File: src/rtl/nios_led_mem_master_pkg.sv
// Shared constants and state encoding for the nios_led_mem_master block.
// Optional feature macro: NIOS_LED_MEM_MASTER_CHECKSUM_EN (see top module).
package nios_led_mem_master_pkg;

  localparam int ADDR_W_DEF   = 12;
  localparam int DATA_W_DEF   = 32;
  localparam int BE_W_DEF     = DATA_W_DEF / 8;
  localparam int CNT_W_DEF    = 13;

  // One cycle between an address being issued and its word appearing on q.
  localparam int READ_LATENCY = 1;

  // Controller states, kept as plain constants so older tools and
  // wave viewers see a simple 2-bit code.
  typedef logic [1:0] state_t;
  localparam state_t IDLE  = 2'd0;
  localparam state_t WRITE = 2'd1;
  localparam state_t READ  = 2'd2;
  localparam state_t DRAIN = 2'd3;

endpackage

File: src/rtl/nios_led_mem_master_addr_gen.sv
// Address / word-count generator for nios_led_mem_master.
// Loads a start address and length, then steps the address (wrapping
// modulo 2^ADDR_W) and counts down the remaining words.
module nios_led_mem_master_addr_gen
  import nios_led_mem_master_pkg::*;
#(
  parameter int ADDR_W = ADDR_W_DEF,
  parameter int CNT_W  = CNT_W_DEF
) (
  input  logic              clk,
  input  logic              reset_n,
  input  logic              load,
  input  logic [ADDR_W-1:0] load_addr,
  input  logic [CNT_W-1:0]  load_len,
  input  logic              advance,
  output logic [ADDR_W-1:0] addr,
  output logic [CNT_W-1:0]  remaining,
  output logic              last,
  output logic              step
);

  assign step = advance && (remaining != '0);
  assign last = (remaining == CNT_W'(1));

  // Load on command accept, otherwise step once per transferred word;
  // the natural ADDR_W-bit overflow gives the required wrap-around.
  always_ff @(posedge clk) begin
    if (!reset_n) begin
      addr      <= '0;
      remaining <= '0;
    end else if (load) begin
      addr      <= load_addr;
      remaining <= load_len;
    end else if (step) begin
      addr      <= addr + ADDR_W'(1);
      remaining <= remaining - CNT_W'(1);
    end
  end

endmodule

File: src/rtl/nios_led_mem_master.sv
// Avalon-MM initiator for the single-port on-chip memory (s2 port).
// Runs block write / block read commands from a command interface, taking
// write words from a valid/ready stream and delivering read words on a
// valid/ready stream. Read backpressure stalls the memory through clken,
// so read data is passed straight through with no output buffer.
// Optional feature macro: NIOS_LED_MEM_MASTER_CHECKSUM_EN enables a running
// sum of every transferred word on 'checksum'; otherwise checksum is 0.
module nios_led_mem_master
  import nios_led_mem_master_pkg::*;
#(
  parameter int ADDR_W = ADDR_W_DEF,
  parameter int DATA_W = DATA_W_DEF,
  parameter int BE_W   = DATA_W / 8,
  parameter int CNT_W  = CNT_W_DEF
) (
  input  logic              clk,
  input  logic              reset_n,
  input  logic              cmd_valid,
  output logic              cmd_ready,
  input  logic              cmd_write,
  input  logic [ADDR_W-1:0] cmd_addr,
  input  logic [CNT_W-1:0]  cmd_len,
  input  logic [BE_W-1:0]   cmd_byteenable,
  input  logic [DATA_W-1:0] wr_data,
  input  logic              wr_valid,
  output logic              wr_ready,
  output logic [DATA_W-1:0] rd_data,
  output logic              rd_valid,
  input  logic              rd_ready,
  output logic [ADDR_W-1:0] avm_address,
  output logic [BE_W-1:0]   avm_byteenable,
  output logic              avm_chipselect,
  output logic              avm_write,
  output logic [DATA_W-1:0] avm_writedata,
  output logic              avm_clken,
  input  logic [DATA_W-1:0] avm_readdata,
  output logic              busy,
  output logic              done,
  output logic [DATA_W-1:0] checksum
);

  state_t                   state;
  state_t                   state_next;
  logic                     ready_en;
  logic [BE_W-1:0]          be_q;
  logic [READ_LATENCY-1:0]  rd_pend;
  logic [ADDR_W-1:0]        addr;
  logic [CNT_W-1:0]         remaining;
  logic                     last;
  logic                     step;
  logic                     accept;
  logic                     write_hs;
  logic                     rd_hs;
  logic                     advance;
  logic                     issue;
  logic                     done_next;

  assign rd_valid  = rd_pend[READ_LATENCY-1];
  assign cmd_ready = ready_en && (state == IDLE);
  assign accept    = cmd_valid && cmd_ready;
  assign write_hs  = (state == WRITE) && wr_valid;
  assign rd_hs     = rd_valid && rd_ready;

  // A pending word that the consumer will not take this cycle freezes the
  // memory, holding q and leaving the next address unconsumed.
  assign avm_clken = !(rd_valid && !rd_ready);
  assign advance   = write_hs || ((state == READ) && avm_clken);
  assign issue     = step && (state == READ);

  assign wr_ready       = (state == WRITE);
  assign avm_write      = write_hs;
  assign avm_chipselect = write_hs || (state == READ);
  assign avm_address    = addr;
  assign avm_byteenable = be_q;
  assign avm_writedata  = wr_data;
  assign rd_data        = avm_readdata;
  assign busy           = (state != IDLE);

  assign done_next = (accept && (cmd_len == '0))
                   || (write_hs && last)
                   || ((state == DRAIN) && rd_hs);

  nios_led_mem_master_addr_gen #(
    .ADDR_W (ADDR_W),
    .CNT_W  (CNT_W)
  ) u_addr_gen (
    .clk       (clk),
    .reset_n   (reset_n),
    .load      (accept),
    .load_addr (cmd_addr),
    .load_len  (cmd_len),
    .advance   (advance),
    .addr      (addr),
    .remaining (remaining),
    .last      (last),
    .step      (step)
  );

  // Next-state decode: zero-length commands never leave IDLE, reads pass
  // through DRAIN so the final word can still be handed off.
  always_comb begin
    state_next = state;
    unique case (state)
      IDLE: begin
        if (accept && (cmd_len != '0)) begin
          state_next = cmd_write ? WRITE : READ;
        end
      end
      WRITE: begin
        if (write_hs && last) begin
          state_next = IDLE;
        end
      end
      READ: begin
        if (issue && last) begin
          state_next = DRAIN;
        end
      end
      DRAIN: begin
        if (rd_hs) begin
          state_next = IDLE;
        end
      end
      default: state_next = IDLE;
    endcase
  end

  // State register, with the reset discarding any in-flight command.
  always_ff @(posedge clk) begin
    if (!reset_n) begin
      state <= IDLE;
    end else begin
      state <= state_next;
    end
  end

  // Control flags: command-ready enable, done pulse, read-valid tracking.
  always_ff @(posedge clk) begin
    if (!reset_n) begin
      ready_en <= 1'b0;
      done     <= 1'b0;
      rd_pend  <= '0;
    end else begin
      ready_en <= 1'b1;
      done     <= done_next;
      if (issue) begin
        rd_pend <= '1;
      end else if (rd_hs) begin
        rd_pend <= '0;
      end
    end
  end

  // Byteenable is fixed for the whole command.
  always_ff @(posedge clk) begin
    if (!reset_n) begin
      be_q <= '0;
    end else if (accept) begin
      be_q <= cmd_byteenable;
    end
  end

`ifdef NIOS_LED_MEM_MASTER_CHECKSUM_EN
  // Running sum of every word moved by the current command.
  always_ff @(posedge clk) begin
    if (!reset_n) begin
      checksum <= '0;
    end else if (accept) begin
      checksum <= '0;
    end else if (write_hs) begin
      checksum <= checksum + wr_data;
    end else if (rd_hs) begin
      checksum <= checksum + avm_readdata;
    end
  end
`else
  assign checksum = '0;
`endif

endmodule

File: config.mk
export PLATFORM = sky130hd
export DESIGN_NAME = nios_led_mem_master
export DESIGN_NICKNAME = d
export VERILOG_FILES = /design/src/rtl/nios_led_mem_master_pkg.sv /design/src/rtl/nios_led_mem_master_addr_gen.sv /design/src/rtl/nios_led_mem_master.sv
export SDC_FILE = /design/constraint.sdc
export NUM_CORES = 1
export LEC_CHECK = 0
export ABC_AREA = 1
export CORE_MARGIN = 2
export CORE_UTILIZATION = 37
export CTS_BUF_LIST = sky130_fd_sc_hd__clkbuf_4 sky130_fd_sc_hd__clkbuf_8
export DETAILED_ROUTE_END_ITERATION = 7
export GPL_TIMING_DRIVEN = 0
export PLACE_DENSITY_LB_ADDON = 0.08
export SLEW_MARGIN = 5
export SYNTH_ARGS = -nofsm -noshare
export SYNTH_HDL_FRONTEND = slang
export SYNTH_SLANG_ARGS = --single-unit
export TNS_END_PERCENT = 5
File: constraint.sdc
create_clock -name clk -period 2.4 [get_ports clk]
set_clock_uncertainty 0.1 [all_clocks]
set_input_delay 0.24 -clock clk [delete_from_list [all_inputs] [get_ports clk]]
set_output_delay 0.24 -clock clk [all_outputs]
set_load 0.05 [all_outputs]
# Word level (Yosys, flattened, before mapping)

Cells that the tools add are included.

Bits in registers: 34
Word-level logic and storage cells: 57

Mux-type cells: 13
Add/sub/neg operators: 2
Eq/ne operators: 8
Reductions and logical operators: 27

Operators with widths:

| cell                    | count |
|---|---|
| $mux W13                | 2 |
| $reduce_bool A13 Y1     | 2 |
| $mux W12                | 2 |
| $eq A13 B1 Y1 const B   | 1 |
| $logic_and A1 B1 Y1     | 13 |
| $logic_not A13 Y1       | 1 |
| $sub A13 B1 Y13 const B | 1 |
| $add A12 B1 Y12 const B | 1 |
| $mux W2                 | 5 |
| $pmux W2 S4             | 1 |
| $ne A2 B1 Y1 const B    | 3 |
| $reduce_bool A2 Y1      | 3 |
| $eq A2 B2 Y1 const B    | 2 |
| $logic_or A1 B1 Y1      | 4 |
| $reduce_and A4 Y1       | 1 |
| $mux W1                 | 3 |
| $eq A2 B1 Y1 const B    | 1 |
| $logic_not A1 Y1        | 2 |
| $logic_not A2 Y1        | 1 |
| $ne A2 B2 Y1 const B    | 1 |

# Logic depth before layout (Yosys ltp)

Gate-level depths: netlist (run 1).

Depth in word-level cells: 10
Depth in mapped cells: 12
Gate-level depth less buffers: 12

# Modules after synthesis

From an unflattened synthesis (run 1), not the netlist that was laid out.

Cell total of the unflattened synthesis: 472
Area total of the unflattened synthesis: 3026.7 um2

By module, submodules not included:

| module                       | times used | area each (um2) | cells an instance | seq. area each (um2) |
|---|---|---|---|---|
| nios_led_mem_master_addr_gen | 1          | 1791.7          | 297               | 500.5 |
| nios_led_mem_master          | 1          | 1234.9          | 175               | 180.2 |

# Worst setup path after synthesis (run 1)

OpenSTA, ideal clock, no wires.

Kind: register -> register
Start point: register rd_pend (netlist: rd_valid)
End point: register u_addr_gen.remaining[3]
Slack: 0.253 ns
Arrival: 1.915 ns
Cell stages (with the launch flop): 10
Library setup time: 0.132 ns
Path buffers: 2
Cells stage by stage: dfxtp_1 > nand2_1 > nand2_1 > nand2_1 > nand2_2 > buf_6 > inv_8 > buf_12 > a22oi_1 > a21oi_1

Word-level cells in the longest chain between the ends: 6

Ends and longest elaborated chain:

| item                                | line                               | text |
|---|---|---|
| from (decl)                         | nios_led_mem_master.sv:46          | `logic [READ_LATENCY-1:0] rd_pend;` |
| from (signal assigned)              | nios_led_mem_master.sv:142         | `rd_pend <= '0;` |
| from (signal assigned)              | nios_led_mem_master.sv:147         | `rd_pend <= '1;` |
| from (signal assigned)              | nios_led_mem_master.sv:149         | `rd_pend <= '0;` |
| $logic_and A1 B1 Y1                 | nios_led_mem_master.sv:66          | `assign avm_clken = !(rd_valid && !rd_ready);` |
| $logic_not A1 Y1                    | nios_led_mem_master.sv:66          |  |
| net avm_clken                       | nios_led_mem_master.sv:35          | `output logic avm_clken,` |
| $logic_and A1 B1 Y1                 | nios_led_mem_master.sv:67          | `assign advance = write_hs \|\| ((state == READ) && avm_clken);` |
| $logic_or A1 B1 Y1                  | nios_led_mem_master.sv:67          |  |
| $logic_and A1 B1 Y1                 | nios_led_mem_master_addr_gen.sv:22 | `assign step = advance && (remaining != '0);` |
| $reduce_bool A2 Y1 (no source line) | --                                 |  |
| to (signal assigned)                | nios_led_mem_master_addr_gen.sv:33 | `remaining <= load_len;` |
| to (signal assigned)                | nios_led_mem_master_addr_gen.sv:36 | `remaining <= remaining - CNT_W'(1);` |
| to (decl)                           | nios_led_mem_master_addr_gen.sv:17 | `output logic [CNT_W-1:0] remaining,` |

The timed path passes the listed nets, and every way through them passes these cells.
A chain may end at the register's enable or synchronous reset.

# Worst setup path after layout (run 1)

Start point: register state[0]
End point: output port wr_ready

Word-level cells in the longest chain between the ends: 1

Ends and longest elaborated chain:

| item                   | line                       | text |
|---|---|---|
| from (decl)            | nios_led_mem_master.sv:42  | `state_t state;` |
| from (signal assigned) | nios_led_mem_master.sv:133 | `state <= state_next;` |
| $eq A2 B1 Y1           | nios_led_mem_master.sv:70  | `assign wr_ready = (state == WRITE);` |
| to (decl)              | nios_led_mem_master.sv:26  | `output logic wr_ready,` |

No other way between the ends.

==> run summary, run 1 <==
• 0 — Finish-stage setup viols
• yes — TritonCTS clock tree
• 34 — #FFs+latches synth
• 66.1% — Comb pwr share
• 219 — count of pins on the block boundary
• 0.52 ns — register-to-register setup slack
• 662 — count of placed standard cells in the final layout, fillers left out
• 2.06 ns — endpoint required time on the critical path
• 711 — fillcell total
• 0 — fin. max-slew vios
• 1.87 ns — Arrival @ worst endpoint
• 22.74% — fraction of layout instances using a drive strength above 1
• 4 — detailed-router iteration count before antenna repair
• buffers and inverters — largest delay contributor family on the critical path
• 8167 um^2 — area enclosed by the die boundary
• 12.14 um — routed len/inst
• u_addr_gen.remaining[0]$_SDFFE_PN0P_ — Crit Reg-Reg Startpoint
• 2873 — total vias in the final route
• 3 — critical path depth
• 11.5% — portion of total power attributed to the clock network
• 4317 um^2 — Finished Cell Area
• 24.66% — share of the yosys chip area belonging to registers
• 0 — Max-Cap Viols
• 917.8 nW/um^2 — Power Dens Cells
• 90.37 um — width of the die
• 6.866 um^2 — mean instance size in the synthesized netlist
• 6523 um — HPWL reported at the end of detailed placement
• 452.1 MHz — Max Clock Freq
• sky130_fd_sc_hd__clkbuf_8 — root cell of the clock tree
• 7253 um^2 — floorplan core area
• 0.4687 mV — maximum resistive drop on vdd
• 3.962 mW — total power
• 0.82 ns — largest incremental delay on the critical path
• 4.340 — Avg Vias per Cell
• 2 — buffer levels on the longest clock path
• state[0]$_SDFFE_PN0P_ — source of the critical timing path
• 0.5671 ns — transition time of the tightest slew-check pin
• flop to flop — classification of the worst-slack hold path
• 92.16% — share of the clock period used by the worst path
• 2.050 mW — power dissipated by switching net loads
• 34 — CTS Sinks
• 59.51% — share of the core filled with cells
• 0 — post-cts repair resize count
• 11 — cell depth of the worst flop-to-flop path
• 5 — clock buffers created by TritonCTS
• 51.74% — Switching Fraction
• 0 — antenna violations before repair
• inv_2 > nor2_1 > clkdlybuf4s50_1 — worst-path cell chain
• 1.912 mW — cell internal pwr
• 33 — number of library cell types mapped by synthesis
• 0 — DRC viols
• 0.07 ns — clk slew on worst S/H paths
• 12830 um — wire length of the first global-routing pass
• 2 — H-Tree Level Count
• 90.37 um — Die Span Y
• 0 — grt total ovfl
• 2.012 nW — Lkg Pwr
• 0 — Final ANT Viol Nets
• 31 — number of placement rows
• 113 — count of routing violations after the opening detailed-route iteration
• 0 ns — setup tns final
• 8036 um — WL final
• 7 — critical-path maximum fanout
• 0 — quantity of hold-fixing buffers added after cts
• 402 — Post-Syn Instances
• 122 — Port Buffers
• 4222 um^2 — cell area after placement
• 0.8690 — final RePlAce weighted congestion
• 22.3% — sequential power share
• 0 — antenna diode instance count
• flop to output pin — Setup Crit Path Kind
• 2 — count of buffering cells on the critical path with inverters included
• finished clean — outcome
• 0 — Synth warnings
• flop — crit start category
• 0 — post-CTS setup-driven buffer insertion count
• 38.05% — initial core utilization
• 62.19% — worst slew margin relative to its limit
• 19.21% — overall fraction of global-route tracks in use
• 11 — largest net degree at the start of global routing
• output pin — sort of element at the end of the critical path
• 0 — final hold violation count
• sky130_fd_sc_hd__clkdlybuf4s50_1 — master of the slowest instance on the critical path
• wr_ready — worst setup path end
• 56.39% — layout-stage area growth over the synthesis result
• 2668 — number of global-route vias before repair
• 665 — Nets
• u_addr_gen.remaining[3]$_SDFFE_PN0P_ — RR Endpoint
• 0.29 ns — clock insertion delay at the later pin of the skew report
• 654 — DP Cell Count
• 2760 um^2 — post-synthesis instance area
• no — unrepaired setup endpoints after global routing
• 2.212 ns — final worst path period need
[power by group through the flow]
stage / Combinational, mW / Sequential [mW] / Clock (mW)
after floorplan: 1.78 / 1.06 / 0
after global placement: 2.58 / 0.888 / 0
after detailed placement: 2.60 / 0.894 / 0
after CTS: 2.61 / 0.882 / 0.468
after global routing: 2.84 / 0.908 / 0.483
final: 2.62 / 0.885 / 0.457
[Yosys cell counts (all sizes together)]
library cell / number / area (um^2)
nand4: 5 / 31.28
a211oi: 1 / 12.51
conb: 1 / 3.750
a22oi: 3 / 27.52
nor2: 42 / 172.7
a21oi: 24 / 120.1
dfxtp: 34 / 680.7
and3: 1 / 6.260
or2: 1 / 6.260
xnor2: 7 / 61.31
clkbuf: 3 / 11.26
o211ai: 2 / 15.01
nand3: 13 / 70.07
nand2: 91 / 359.1
xor2: 8 / 70.07
a31oi: 7 / 43.79
ha: 4 / 50.05
nor3: 8 / 40.04
o21ai: 13 / 65.06
inv: 32 / 130.1
buf: 102 / 783.3
[how the worst min path moves through the flow]
| stage | startpoint | to | cells past startpoint |
|---|---|---|---|
| after floorplan | reset_n | ready_en$_DFF_P_ | 0 |
| after global placement | u_addr_gen.remaining[1]$_SDFFE_PN0P_ | u_addr_gen.remaining[1]$_SDFFE_PN0P_ | 2 |
| after detailed placement | avm_byteenable[2]$_SDFFE_PN0P_ | avm_byteenable[2]$_SDFFE_PN0P_ | 2 |
| after CTS | avm_byteenable[0]$_SDFFE_PN0P_ | avm_byteenable[0]$_SDFFE_PN0P_ | 2 |
| after global routing | u_addr_gen.remaining[1]$_SDFFE_PN0P_ | u_addr_gen.remaining[1]$_SDFFE_PN0P_ | 2 |
| final | avm_byteenable[2]$_SDFFE_PN0P_ | avm_byteenable[2]$_SDFFE_PN0P_ | 2 |
[area by class of cell]
| type | count | area [um^2] | share of cell area, % |
|---|---|---|---|
| clock buffers | 7 | 90.09 | 2.087 |
| inverters | 32 | 130.1 | 3.014 |
| well taps | 99 | 123.9 | 2.870 |
| repair buffers | 122 | 1221 | 28.29 |
| clock inverters | 1 | 5.005 | 0.1159 |
| multi-input cells | 262 | 1271 | 29.45 |
| plain buffers | 105 | 794.5 | 18.41 |
| flip-flops and latches | 34 | 680.7 | 15.77 |
[state kept, by name, summed over array words and instances (netlist names)]
register	cells
avm_byteenable	4
state	2
u_addr_gen.remaining	13
rd_valid	1
ready_en	1
u_addr_gen.addr	12
done	1
[cell usage in the layout (no fill, tap or decap), types with 3 or more instances in the layout]
cell and n:
sky130_fd_sc_hd__a21oi_1 24, sky130_fd_sc_hd__nor2_1 38, sky130_fd_sc_hd__nand2_1 86, sky130_fd_sc_hd__nor2_2 3, sky130_fd_sc_hd__o21ai_0 13, sky130_fd_sc_hd__nand3_1 12, sky130_fd_sc_hd__inv_2 3, sky130_fd_sc_hd__nand2_2 4
sky130_fd_sc_hd__buf_4 98, sky130_fd_sc_hd__ha_1 4, sky130_fd_sc_hd__inv_1 27, sky130_fd_sc_hd__nor3_1 8, sky130_fd_sc_hd__xnor2_1 7, sky130_fd_sc_hd__clkdlybuf4s50_1 122, sky130_fd_sc_hd__clkbuf_8 6, sky130_fd_sc_hd__nand4_1 5
sky130_fd_sc_hd__xor2_1 8, sky130_fd_sc_hd__conb_1 32, sky130_fd_sc_hd__dfxtp_1 34, sky130_fd_sc_hd__a31oi_1 7, sky130_fd_sc_hd__clkbuf_1 3
[layer usage]
layer	up-vias	GRT usage (%)	share of wire, %
li1	1462	-	-
met1	1264	22.56	40
met2	142	34.84	52
met3	5	4.257	7.6
met4	0	5.641	1.0
met5	-	0	0
[stage by stage]
step                hold slack (ns)  worst slack, ns
global placement             0.3558           0.3418
finish                       0.3719           0.1882
global route                 0.3826           0.1183
CTS                          0.3716           0.1857
floorplan                    0.1677           0.2525
detailed placement           0.3592           0.3409
[worst reg2reg max path, stage by stage (launching register included)]
cell and delay (ns):
sky130_fd_sc_hd__dfxtp_1 0.33, sky130_fd_sc_hd__inv_1 0.15, sky130_fd_sc_hd__ha_1 0.17, sky130_fd_sc_hd__inv_1 0.05
sky130_fd_sc_hd__nor3_1 0.15, sky130_fd_sc_hd__nand2_1 0.10, sky130_fd_sc_hd__nand2_2 0.09, sky130_fd_sc_hd__buf_6 0.17
sky130_fd_sc_hd__inv_8 0.06, sky130_fd_sc_hd__buf_12 0.14, sky130_fd_sc_hd__a22oi_1 0.15, sky130_fd_sc_hd__a21oi_1 0.08
[cell families (layout without fill, tap and decap cells)]
kind of cell | after synthesis | count (layout) | share of synthesized area, %
other | 1 | 32 | 0.1359
XOR/XNOR | 15 | 15 | 4.760
AO/OA/AOI/OAI | 50 | 50 | 10.29
buffers and inverters | 137 | 267 | 33.50
AND/OR/NAND/NOR | 161 | 161 | 24.84
adder cells (fa/ha/maj) | 4 | 4 | 1.813
flip-flops | 34 | 34 | 24.66
Power figures use the tool's default switching activity.
==> run 2, diff against run 1 <==
--- a/config.mk
+++ b/config.mk
@@ -7,7 +7,7 @@
 export LEC_CHECK = 0
 export ABC_AREA = 1
 export CORE_MARGIN = 2
-export CORE_UTILIZATION = 37
+export CORE_UTILIZATION = 31
 export CTS_BUF_LIST = sky130_fd_sc_hd__clkbuf_4 sky130_fd_sc_hd__clkbuf_8
 export DETAILED_ROUTE_END_ITERATION = 7
 export GPL_TIMING_DRIVEN = 0
==> constraint.sdc (replaced) <==
create_clock -name clk -period 2 [get_ports clk]
set_clock_uncertainty 0.1 [all_clocks]
set_input_delay 0.2 -clock clk [delete_from_list [all_inputs] [get_ports clk]]
set_output_delay 0.2 -clock clk [all_outputs]
set_load 0.02 [all_outputs]
==> run summary, run 2 (synthesized netlist as in run 1, its figures left out) <==
• 0.17 ns — register-to-register setup slack, -0.35 ns
• 2 — H-Tree Level Count, unchanged
• 531.7 MHz — Max Clock Freq
• u_addr_gen.remaining — top register by number of flip-flops
• 15.86% — overall fraction of global-route tracks in use, -3.4 points
• flop — crit start category
• 11 — largest net degree at the start of global routing, unchanged
• 0.5961 ns — transition time of the tightest slew-check pin, +0.02907 ns
• avm_chipselect — worst setup path end
• yes — TritonCTS clock tree
• 34 — CTS Sinks, unchanged
• 57.57% — layout-stage area growth over the synthesis result
• cmd_byteenable[2] — start point of the worst min-delay path
• 122 — Port Buffers, unchanged
• sky130_fd_sc_hd__clkdlybuf4s50_1 — leading cell type in the layout, fill and taps excluded
• 11.86 um — routed len/inst, -2.3%
• inv_2 > nand3_2 > o21ai_0 > clkdlybuf4s50_1 — worst-path cell chain
• 2 — count of buffering cells on the critical path with inverters included, unchanged
• 1.70 ns — endpoint required time on the critical path, -0.36 ns
• 665 — Nets, unchanged
• sky130_fd_sc_hd__clkdlybuf4s50_1 — master of the slowest instance on the critical path
• 663 — DP Cell Count, +1.4%
• 60.26% — worst slew margin relative to its limit, -1.9 points
• 5 — clock buffers created by TritonCTS, unchanged
• 23.13% — fraction of layout instances using a drive strength above 1, +0.40 points
• 98.36 um — Die Span Y, +8.8%
• 2 — buffer levels on the longest clock path, unchanged
• 0 — Max-Cap Viols, unchanged
• finished clean — outcome
• 0.3776 mV — maximum resistive drop on vdd, -19%
• 0.07 ns — clk slew on worst S/H paths, about the same
• 219 — count of pins on the block boundary, unchanged
• 5 — detailed-router iteration count before antenna repair, +1
• 2635 — number of global-route vias before repair, -1.2%
• 4.312 — Avg Vias per Cell, -0.64%
• 0.29 ns — clock insertion delay at the later pin of the skew report, about the same
• u_addr_gen.remaining[3]$_SDFFE_PN0P_ — RR Endpoint
• u_addr_gen.remaining[0]$_SDFFE_PN0P_ — Crit Reg-Reg Startpoint
• 1.881 ns — final worst path period need
• flop to output pin — Setup Crit Path Kind
• 7946 um — WL final, -1.1%
• 0 — DRC viols, unchanged
• 12390 um — wire length of the first global-routing pass, -3.4%
• 670 — count of placed standard cells in the final layout, fillers left out, +1.2%
• sky130_fd_sc_hd__clkbuf_8 — root cell of the clock tree
• 4 — critical path depth, +1
• 94.04% — share of the clock period used by the worst path
• 1.58 ns — Arrival @ worst endpoint, -0.29 ns
• sky130_fd_sc_hd__clkdlybuf4s50_1 (121), sky130_fd_sc_hd__buf_4 (98), sky130_fd_sc_hd__nand2_1 (86) — top library cells by usage in the layout, fill and taps aside
• 0.8144 — final RePlAce weighted congestion, -6.3%
• 0 — final hold violation count, unchanged
• output pin — sort of element at the end of the critical path
• 2889 — total vias in the final route, +0.56%
• 0 — Final ANT Viol Nets, unchanged
• 31.81% — initial core utilization, -6.2 points
• 98.36 um — width of the die, +8.8%
• 0.62 ns — largest incremental delay on the critical path, -0.20 ns
• 0 — fin. max-slew vios, unchanged
• 0 — antenna violations before repair, unchanged
• input port to flop — classification of the worst-slack hold path
• no — unrepaired setup endpoints after global routing
• 0 — antenna diode instance count, unchanged
• 135 — count of routing violations after the opening detailed-route iteration, +19%
• 34 — number of placement rows, +9.7%
• 11 — cell depth of the worst flop-to-flop path, unchanged
• 8678 um^2 — floorplan core area, +20%
• 0 ns — setup tns final, unchanged
• 864 — fillcell total, +22%
• buffers and inverters — largest delay contributor family on the critical path
• state[1]$_SDFFE_PN0P_ — source of the critical timing path
• 0 — Finish-stage setup viols, unchanged
• 1002 nW/um^2 — Power Dens Cells, +9.1%
• 0 — grt total ovfl, unchanged
• 7 — critical-path maximum fanout, unchanged
• 13 — number of flip-flops in the largest register, unchanged
• 9675 um^2 — area enclosed by the die boundary, +18%
• 2.029 nW — Lkg Pwr, +0.84%
• 6352 um — HPWL reported at the end of detailed placement, -2.6%
[run 2: worst min-delay path by stage]
stage,endpoint,depth (start not counted)
after global placement,avm_byteenable[3]$_SDFFE_PN0P_,2
after floorplan,ready_en$_DFF_P_,0
after CTS,avm_byteenable[2]$_SDFFE_PN0P_,3
after global routing,avm_byteenable[1]$_SDFFE_PN0P_,3
final,avm_byteenable[2]$_SDFFE_PN0P_,3
after detailed placement,avm_byteenable[3]$_SDFFE_PN0P_,2
[run 2: power by group]
part	total [mW]	internal (mW)	leakage (nW)	switching, mW
Combinational	2.63	1.14	1.69	1.49
Sequential	1.07	0.867	0.279	0.198
Clock	0.659	0.399	0.0573	0.260
Total	4.36	2.40	2.03	1.95
[run 2: stage by stage]
step                      instance area, um^2  hold slack [ns]  power, mW  util [%]  worst slack [ns]
final                                    4349           0.3595      4.356     50.12            0.1193
after global routing                     4349           0.3596      4.709     50.12         0.0006050
after CTS                                4345           0.3514      4.383     50.07           0.02309
after detailed placement                 4233           0.3606      3.706     48.77            0.1194
after global placement                   4233           0.3509      3.689     48.77            0.1385
after floorplan                          2877           0.1277      2.900         -            0.3464
[run 2: area by class of cell]
class	instances	area (um^2)	area share (%)
plain buffers	105	794.5	18.27
clock buffers	6	82.58	1.899
clock inverters	1	30.03	0.6904
inverters	32	130.1	2.992
multi-input cells	262	1271	29.23
flip-flops and latches	34	681.9	15.68
well taps	108	135.1	3.107
repair buffers	122	1224	28.14
[run 2: layer usage]
layer	up-vias	GRT usage [%]	share of wire, %
li1	1463	-	-
met1	1269	18.17	40
met2	148	29.20	50
met3	9	3.579	8.6
met4	0	4.742	1.2
met5	-	0	0
[run 2: repair_timing]
item                       4_1_cts  5_1_grt
hold buffers                     0        0
buffers inserted                 0        0
setup endpoints to repair        0       10
resized for setup                0        4
[run 2: worst min-delay path, stage by stage]
cell and delay, ns:
sky130_fd_sc_hd__clkdlybuf4s50_1 0.39, sky130_fd_sc_hd__nand2_1 0.06, sky130_fd_sc_hd__a21oi_1 0.05
